### config.mk
export PLATFORM = sky130hd
export DESIGN_NAME = logic_unit_arbiter
export DESIGN_NICKNAME = d
export VERILOG_FILES = /design/src/rtl/logic_unit_arbiter_pkg.sv /design/src/rtl/logic_unit_arbiter_rr_arbiter.sv /design/src/rtl/logic_unit_arbiter.sv
export SDC_FILE = /design/constraint.sdc
export NUM_CORES = 1
export LEC_CHECK = 0
export BUFFER_PORTS_ARGS = -buffer_cell sky130_fd_sc_hd__buf_2
export CAP_MARGIN = 40
export CORE_ASPECT_RATIO = 1.75
export CORE_MARGIN = 5
export CORE_UTILIZATION = 43
export DETAILED_ROUTE_END_ITERATION = 12
export HOLD_SLACK_MARGIN = 0.06
export PLACE_DENSITY = 0.79
export RECOVER_POWER = 25
export SYNTH_ARGS = -nofsm -noshare
export SYNTH_HDL_FRONTEND = slang
export SYNTH_SLANG_ARGS = --single-unit
### constraint.sdc
create_clock -name clk -period 2.7 [get_ports clk]
set_input_delay 0.27 -clock clk [delete_from_list [all_inputs] [get_ports clk]]
set_output_delay 0.27 -clock clk [all_outputs]
set_load 0.02 [all_outputs]
### src/rtl/logic_unit_arbiter_pkg.sv
// Shared definitions for the logic-unit arbiter: opcode encodings and the
// result-register state type.
package logic_unit_arbiter_pkg;

  typedef logic [1:0] lop_t;

  localparam lop_t LOP_AND = 2'b00;
  localparam lop_t LOP_OR  = 2'b01;
  localparam lop_t LOP_XOR = 2'b10;
  localparam lop_t LOP_NOR = 2'b11;

  typedef enum logic {
    ST_EMPTY = 1'b0,
    ST_FULL  = 1'b1
  } state_t;

  localparam int BUSY_W = 16;

endpackage

### src/rtl/logic_unit_arbiter_rr_arbiter.sv
// Round-robin priority search: first set request at or after rr_ptr, wrapping.
// The encoded winner is always produced; the one-hot grant is gated by enable.
module logic_unit_arbiter_rr_arbiter #(
  parameter int NUM_REQ = 4,
  parameter int ID_W    = 2
) (
  input  logic [NUM_REQ-1:0] req,
  input  logic [ID_W-1:0]    rr_ptr,
  input  logic               enable,
  output logic [NUM_REQ-1:0] grant,
  output logic [ID_W-1:0]    grant_idx,
  output logic               grant_any
);

  logic [ID_W-1:0] cand;
  logic            found;

  always_comb begin
    grant     = '0;
    grant_idx = '0;
    found     = 1'b0;
    cand      = '0;
    for (int k = 0; k < NUM_REQ; k++) begin
      cand = ID_W'((int'(rr_ptr) + k) % NUM_REQ);
      if (!found && req[cand]) begin
        found     = 1'b1;
        grant_idx = cand;
      end
    end
    grant_any = found;
    if (found && enable) begin
      grant[grant_idx] = 1'b1;
    end
  end

endmodule

### src/rtl/logic_unit_arbiter.sv
// One shared 32-bit AND/OR/XOR/NOR unit, round-robin shared between NUM_REQ
// requesters, with a one-entry tagged result register on the output.
module logic_unit_arbiter
  import logic_unit_arbiter_pkg::*;
#(
  parameter int NUM_REQ = 4,
  parameter int ID_W    = 2,
  parameter int DATA_W  = 32
) (
  input  logic                      clk,
  input  logic                      rst_n,
  input  logic [NUM_REQ-1:0]        req_valid,
  output logic [NUM_REQ-1:0]        req_ready,
  input  logic [2*NUM_REQ-1:0]      req_op,
  input  logic [DATA_W*NUM_REQ-1:0] req_a,
  input  logic [DATA_W*NUM_REQ-1:0] req_b,
  output logic                      rsp_valid,
  input  logic                      rsp_ready,
  output logic [DATA_W-1:0]         rsp_data,
  output logic [ID_W-1:0]           rsp_id,
  output logic [BUSY_W-1:0]         busy_cnt
);

  state_t              state_reg, state_next;
  logic [DATA_W-1:0]   rsp_data_reg, rsp_data_next;
  logic [ID_W-1:0]     rsp_id_reg, rsp_id_next;
  logic [ID_W-1:0]     rr_ptr_reg, rr_ptr_next;
  logic [BUSY_W-1:0]   busy_cnt_reg, busy_cnt_next;

  lop_t                op_arr [NUM_REQ];
  logic [DATA_W-1:0]   a_arr  [NUM_REQ];
  logic [DATA_W-1:0]   b_arr  [NUM_REQ];

  logic [NUM_REQ-1:0]  grant;
  logic [ID_W-1:0]     grant_idx;
  logic                grant_any;
  logic                slot_free;
  logic                accept;
  logic [DATA_W-1:0]   lop_result;

  genvar gi;
  generate
    for (gi = 0; gi < NUM_REQ; gi++) begin : g_unpack
      assign op_arr[gi] = req_op[2*gi +: 2];
      assign a_arr[gi]  = req_a[DATA_W*gi +: DATA_W];
      assign b_arr[gi]  = req_b[DATA_W*gi +: DATA_W];
    end
  endgenerate

  // A held result frees its slot in the same cycle it is drained.
  assign slot_free = (state_reg == ST_EMPTY) | rsp_ready;

  logic_unit_arbiter_rr_arbiter #(
    .NUM_REQ (NUM_REQ),
    .ID_W    (ID_W)
  ) u_rr_arbiter (
    .req       (req_valid),
    .rr_ptr    (rr_ptr_reg),
    .enable    (slot_free),
    .grant     (grant),
    .grant_idx (grant_idx),
    .grant_any (grant_any)
  );

  assign req_ready = grant;
  assign accept    = grant_any & slot_free;

  always_comb begin
    lop_result = '0;
    case (op_arr[grant_idx])
      LOP_AND: lop_result = a_arr[grant_idx] & b_arr[grant_idx];
      LOP_OR:  lop_result = a_arr[grant_idx] | b_arr[grant_idx];
      LOP_XOR: lop_result = a_arr[grant_idx] ^ b_arr[grant_idx];
      LOP_NOR: lop_result = ~(a_arr[grant_idx] | b_arr[grant_idx]);
      default: lop_result = '0;
    endcase
  end

  always_comb begin
    state_next    = state_reg;
    rsp_data_next = rsp_data_reg;
    rsp_id_next   = rsp_id_reg;
    rr_ptr_next   = rr_ptr_reg;
    busy_cnt_next = busy_cnt_reg;
    if (accept) begin
      state_next    = ST_FULL;
      rsp_data_next = lop_result;
      rsp_id_next   = grant_idx;
      rr_ptr_next   = (grant_idx == ID_W'(NUM_REQ-1)) ? '0 : grant_idx + 1'b1;
    end else if ((state_reg == ST_FULL) && rsp_ready) begin
      state_next = ST_EMPTY;
    end
    if ((|req_valid) && !accept && (busy_cnt_reg != {BUSY_W{1'b1}})) begin
      busy_cnt_next = busy_cnt_reg + 1'b1;
    end
  end

  always_ff @(posedge clk or negedge rst_n) begin
    if (!rst_n) begin
      state_reg    <= ST_EMPTY;
      rsp_data_reg <= '0;
      rsp_id_reg   <= '0;
      rr_ptr_reg   <= '0;
      busy_cnt_reg <= '0;
    end else begin
      state_reg    <= state_next;
      rsp_data_reg <= rsp_data_next;
      rsp_id_reg   <= rsp_id_next;
      rr_ptr_reg   <= rr_ptr_next;
      busy_cnt_reg <= busy_cnt_next;
    end
  end

  assign rsp_valid = (state_reg == ST_FULL);
  assign rsp_data  = rsp_data_reg;
  assign rsp_id    = rsp_id_reg;
  assign busy_cnt  = busy_cnt_reg;

endmodule

== Word-level counts from Yosys, hierarchy flattened ==
Cells that the tools add are included.

* Word-level logic and storage cells: 77
* Bits in registers: 53

* Equality and inequality tests: 5
* Bitwise operators: 8
* Muxes and demuxes: 32
* Order comparisons: 7
* Reduce and logical (&&, ||, !) cells: 15
* Add/subtract/negate cells: 5

{| class="wikitable"
|+ Operator list
! cell !! count
|-
| binary-select mux 32 bit (select 2 bit) || 2
|-
| two-way mux 32 bit || 4
|-
| case mux 32 bit (4 select lines) || 1
|-
| bitwise AND 32 bit || 1
|-
| NOT 32 bit || 1
|-
| bitwise OR 32 bit || 1
|-
| bitwise XOR 32 bit || 1
|-
| adder 16 x 1 -> 16 bit (second input constant) || 1
|-
| inequality test 16 bit (second input constant) || 1
|-
| less-than comparator 2 x 3 -> 1 bit (second input constant) || 5
|-
| two-way mux 2 bit || 7
|-
| two-way mux 1 bit || 11
|-
| binary-select mux 1 bit (select 2 bit) || 4
|-
| logical AND 1 bit || 8
|-
| == test 2 bit (second input constant) || 3
|-
| adder 2 x 1 -> 2 bit (second input constant) || 2
|-
| adder 2 bit (second input constant) || 2
|-
| binary-select mux 2 bit (select 2 bit) || 1
|-
| zero test 1 bit || 4
|-
| two-way mux 4 bit || 1
|-
| OR reduction 4 bit || 1
|-
| >= comparator 3 bit (second input constant) || 1
|-
| NOT 2 -> 3 bit || 1
|-
| demux 1 bit (select 2 bit) || 1
|-
| 7 further kinds || 7
|}

== Logic depth before layout (Yosys ltp) ==
* Depth after elaboration: 19
* Mapped depth: 15
* Gate-level depth less buffers: 13

== Hierarchy ==
Synthesis repeated with hierarchy kept, for this count alone.

* Cell total of the unflattened synthesis: 495
* Area total of the unflattened synthesis: 5681.7 um2

{| class="wikitable"
|+ Modules (own cells, without submodules)
! module !! area an instance (um2) !! cells an instance !! instances
|-
| logic_unit_arbiter || 5546.6 || 475 || 1
|-
| logic_unit_arbiter_rr_arbiter || 135.1 || 20 || 1
|}

== Least setup slack after synthesis ==
Ideal clock, no wire load.

* Path kind: register -> register
* From: register rr_ptr_reg[0]
* To: register rsp_data_reg[30], in the netlist rsp_data[30]
* Buffers on the path: 2
* Cell stages (with the launch flop): 16
* Data required time: 2.549 ns
* Slack: 0.113 ns
* Arrival: 2.437 ns
* Period minus slack after synthesis: 2.587 ns
* Cell sequence: dfrtp_1 > nor2b_1 > o21a_1 > nor3_4 > inv_2 > clkbuf_1 > clkbuf_1 > nand2_1 > nand3_1 > and2_1 > inv_1 > ha_1 > nand2b_1 > mux2i_1 > o32ai_1 > a31oi_1

* Word-level cells in the longest chain between the ends: 19
* Elaborated cells on any way between the ends: 45

{| class="wikitable"
|+ Ends and longest elaborated chain
! item !! RTL line !! source
|-
| start: declaration || logic_unit_arbiter.sv:27 || <nowiki>logic [ID_W-1:0] rr_ptr_reg, rr_ptr_next;</nowiki>
|-
| start signal: assignment || logic_unit_arbiter.sv:109 || <nowiki>rr_ptr_reg <= rr_ptr_next;</nowiki>
|-
| parallel branches: the longest is 19 deep, another holds adder 2 x 1 -> 2 bit || - ||
|-
| end signal: assignment || logic_unit_arbiter.sv:107 || <nowiki>rsp_data_reg <= rsp_data_next;</nowiki>
|-
| end: declaration || logic_unit_arbiter.sv:25 || <nowiki>logic [DATA_W-1:0] rsp_data_reg, rsp_data_next;</nowiki>
|}

Several ways; the timed one is not identified. The select of a mux whose other input is x is not followed.
A chain may end at the register's enable or synchronous reset.

== Worst setup path after layout ==
* From: register rr_ptr_reg[0]
* To: register rsp_data_reg[22], in the netlist rsp_data[22]

The elaborated chain is that of the path after synthesis.

==> impl_metrics.tcl <==
set metrics [dict create \
    synth_warnings 0 \
    slew_viol_final 0 \
    placedInstanceArea_mm2 0.00832 \
    max_slew_margin 0.164 \
    period_share 0.941 \
    root_buffer "clkbuf_16" \
    setup_tns_ps 0 \
    fmax_mhz 393 \
    ys_seq_area_frac 0.207 \
    synth_cell_types 38 \
    cts_buffer_depth 2 \
    outcome "complete, no violations" \
    antenna_found_initial 0 \
    core-area_mm2 0.0148 \
    setup_violations 0 \
    num_rows 59 \
    cts_buffers 5 \
    power.total_w 0.00795 \
    vdd_drop_max_uv 342 \
    tightest_slew_ps 1250 \
    worst_ep_required_time_ps 2870 \
    rsz0062_at_grt "false" \
    gr-total-overflow 0 \
    ant_nets 0 \
    cts_tree "built" \
    place_congestion 0.855 \
    synthFlopType "dfrtp_1" \
    io_buffers 325 \
    criticalPathCategory "register to register" \
    io_pins 326 \
    async_flop_share 1.00 \
    grt_max_degree 65 \
    numClockSinks 53 \
    wl_per_cell_um 16.2 \
    track_usage 0.244 \
    critPathMaxFanout 32 \
    final_common_cell "nand2_1" \
    grt_pass1_vias 7055 \
    holdCritPathClass "input port to register" \
    syn_to_final_growth_pct 32.9 \
    multi_input_area_mm2 0.00455 \
    drive_gt1_frac 0.330 \
    dieHeight_um 172 \
    syn_nets 1251 \
    die_area_mm2 0.0176 \
    drt_iter0_drc 281 \
    dr.pass1.iters 4 \
    r2r_cells 10 \
    final_hold_viol_count 0 \
    power_density_mw_per_mm2 933 \
    cts_max_level 2 \
    largest_reg_flops 32 \
    hold_start "rsp_ready" \
    synth-edff-count 0 \
    regArea_mm2 0.00133 \
    grt_pass1_wl_um 33800 \
    fin_util 0.577 \
    min_period_ps 2540 \
    wl_um 22700 \
    syn_inst 911 \
    cp_data_arrival_time_ps 2710 \
    crit_path_start_kind "register" \
    cp-end-kind "register" \
    via_per_inst 5.23 \
    num_vias 7339 \
    min_to "rsp_valid$_DFFE_PN0P_" \
    worstReg2RegEnd "rsp_data[22]$_DFFE_PN0P_" \
    p_leak_nw 4.89 \
    drc 0 \
    syn_area_mm2 0.00641 \
    whs_path_depth 4 \
    final_cell_mix "333 x nand2_1, 325 x buf_2, 131 x nand3_1, 69 x ha_1, 66 x inv_1" \
    fin_nets 1559 \
    design_area_mm2 0.00852 \
    synth_top_area_cell "dfrtp_1" \
    maxCapViolCount 0 \
    start_util 0.434 \
    n_fill_cell 1432 \
    clkLatencyLatePin_ps 300 \
    synth-seq-cells 53 \
    reg2reg_from "rr_ptr_reg[0]$_DFFE_PN0P_" \
    die_w_um 102 \
    synth_top_area_share 0.207 \
    synth_area_leaders "dfrtp_1 21%, nand2_1 20%, ha_1 13%, nand3_1 10%, o221ai_2 6.1%" \
    avgSynthCellArea_um2 7.04 \
    regToRegSetupSlack_ps 160 \
    place_hpwl_um 18100 \
    clk_pin_slew_ps 80 \
    skew_ps 5.16 \
]
## Yosys cell counts, types with 2 or more instances
library cell,count
nand2_1,334
nand3_1,131
ha_1,69
inv_1,67
dfrtp_1,53
and2_1,40
mux2i_1,38
xor2_1,33
clkbuf_1,30
o221ai_2,26
buf_2,13
xnor2_1,13
buf_1,9
buf_6,7
nand4_1,7
nor2_1,5
o221ai_1,5
nor2b_1,4
a211o_1,2
a21o_1,2
a21oi_1,2
and3_1,2
and4_1,2
nand2b_1,2
o21ai_0,2
## final cells by class
class / instances / share of cell area
multi-input combinational: 730 / 0.534
sequential: 53 / 0.156
inverter: 68 / 0.0308
clock buffer: 5 / 0.0147
antenna: 1 / 0.000294
tap: 183 / 0.0269
clock inverter: 3 / 0.00294
timing repair buffer: 361 / 0.234
## stage by stage
stage,hold slack [ps],setup WS [ps],std cells
floorplan,-25.6,113,911
global placement,287,53.0,1391
detailed placement,283,-24.8,1391
CTS,328,3.20,1400
global route,372,36.5,1403
finish,340,158,1404
## where the power goes
| group | internal [W] | switching (W) |
|---|---|---|
| registers | 0.00110 | 0.000214 |
| clock network | 0.000350 | 0.000330 |
| logic | 0.00240 | 0.00355 |
| total | 0.00385 | 0.00410 |
## cell families (layout without fill, tap and decap cells)
| group | after synthesis | after routing | share of synthesized area |
|---|---|---|---|
| multiplexers | 39 | 39 | 0.0611 |
| buffers and inverters | 128 | 437 | 0.0862 |
| flip-flops | 53 | 53 | 0.207 |
| AND/OR/NAND/NOR | 529 | 529 | 0.361 |
| adder cells (fa/ha/maj) | 69 | 69 | 0.135 |
| XOR/XNOR | 46 | 46 | 0.0628 |
| AO/OA/AOI/OAI | 47 | 47 | 0.0878 |
| other | 0 | 1 | 0 |
## worst max-delay path by stage
stage | from | end | slack [ps] | cells past startpoint
floorplan | rr_ptr_reg[0]$_DFFE_PN0P_ | rsp_data[30]$_DFFE_PN0P_ | 110 | 15
global placement | req_valid[2] | rsp_data[30]$_DFFE_PN0P_ | 50 | 14
detailed placement | req_valid[2] | rsp_data[30]$_DFFE_PN0P_ | -20 | 14
CTS | rr_ptr_reg[0]$_DFFE_PN0P_ | rsp_data[30]$_DFFE_PN0P_ | 3 | 13
global route | rr_ptr_reg[0]$_DFFE_PN0P_ | rsp_data[30]$_DFFE_PN0P_ | 40 | 14
finish | rr_ptr_reg[0]$_DFFE_PN0P_ | rsp_data[22]$_DFFE_PN0P_ | 160 | 10
## per-layer routing
metal  vias to the layer above  GRT usage  wire, um
met2                       295      0.451     12000
met5                         -          0         0
met3                        48     0.0313      1570
met1                      3413      0.271      8290
met4                         0      0.109       855
li1                       3583          -         -
## repair_timing
| item | 4_1_cts | 5_1_grt |
|---|---|---|
| endpoints found under the hold margin | 53 | 0 |
| resized for setup | 0 | 7 |
| buffers inserted | 0 | 2 |
| hold buffers | 1 | 0 |
| setup endpoints to repair | 0 | 18 |
## critical path: stages, from the launching register on
cell and delay, ps:
dfrtp_1 420, nor2b_1 180, o21a_1 210, nor3_4 50, buf_6 150, buf_4 150, buf_6 190, a211oi_1 400
a211o_2 200, buf_4 300, o221ai_1 150
Note: power is estimated with default switching activity, not from simulation.
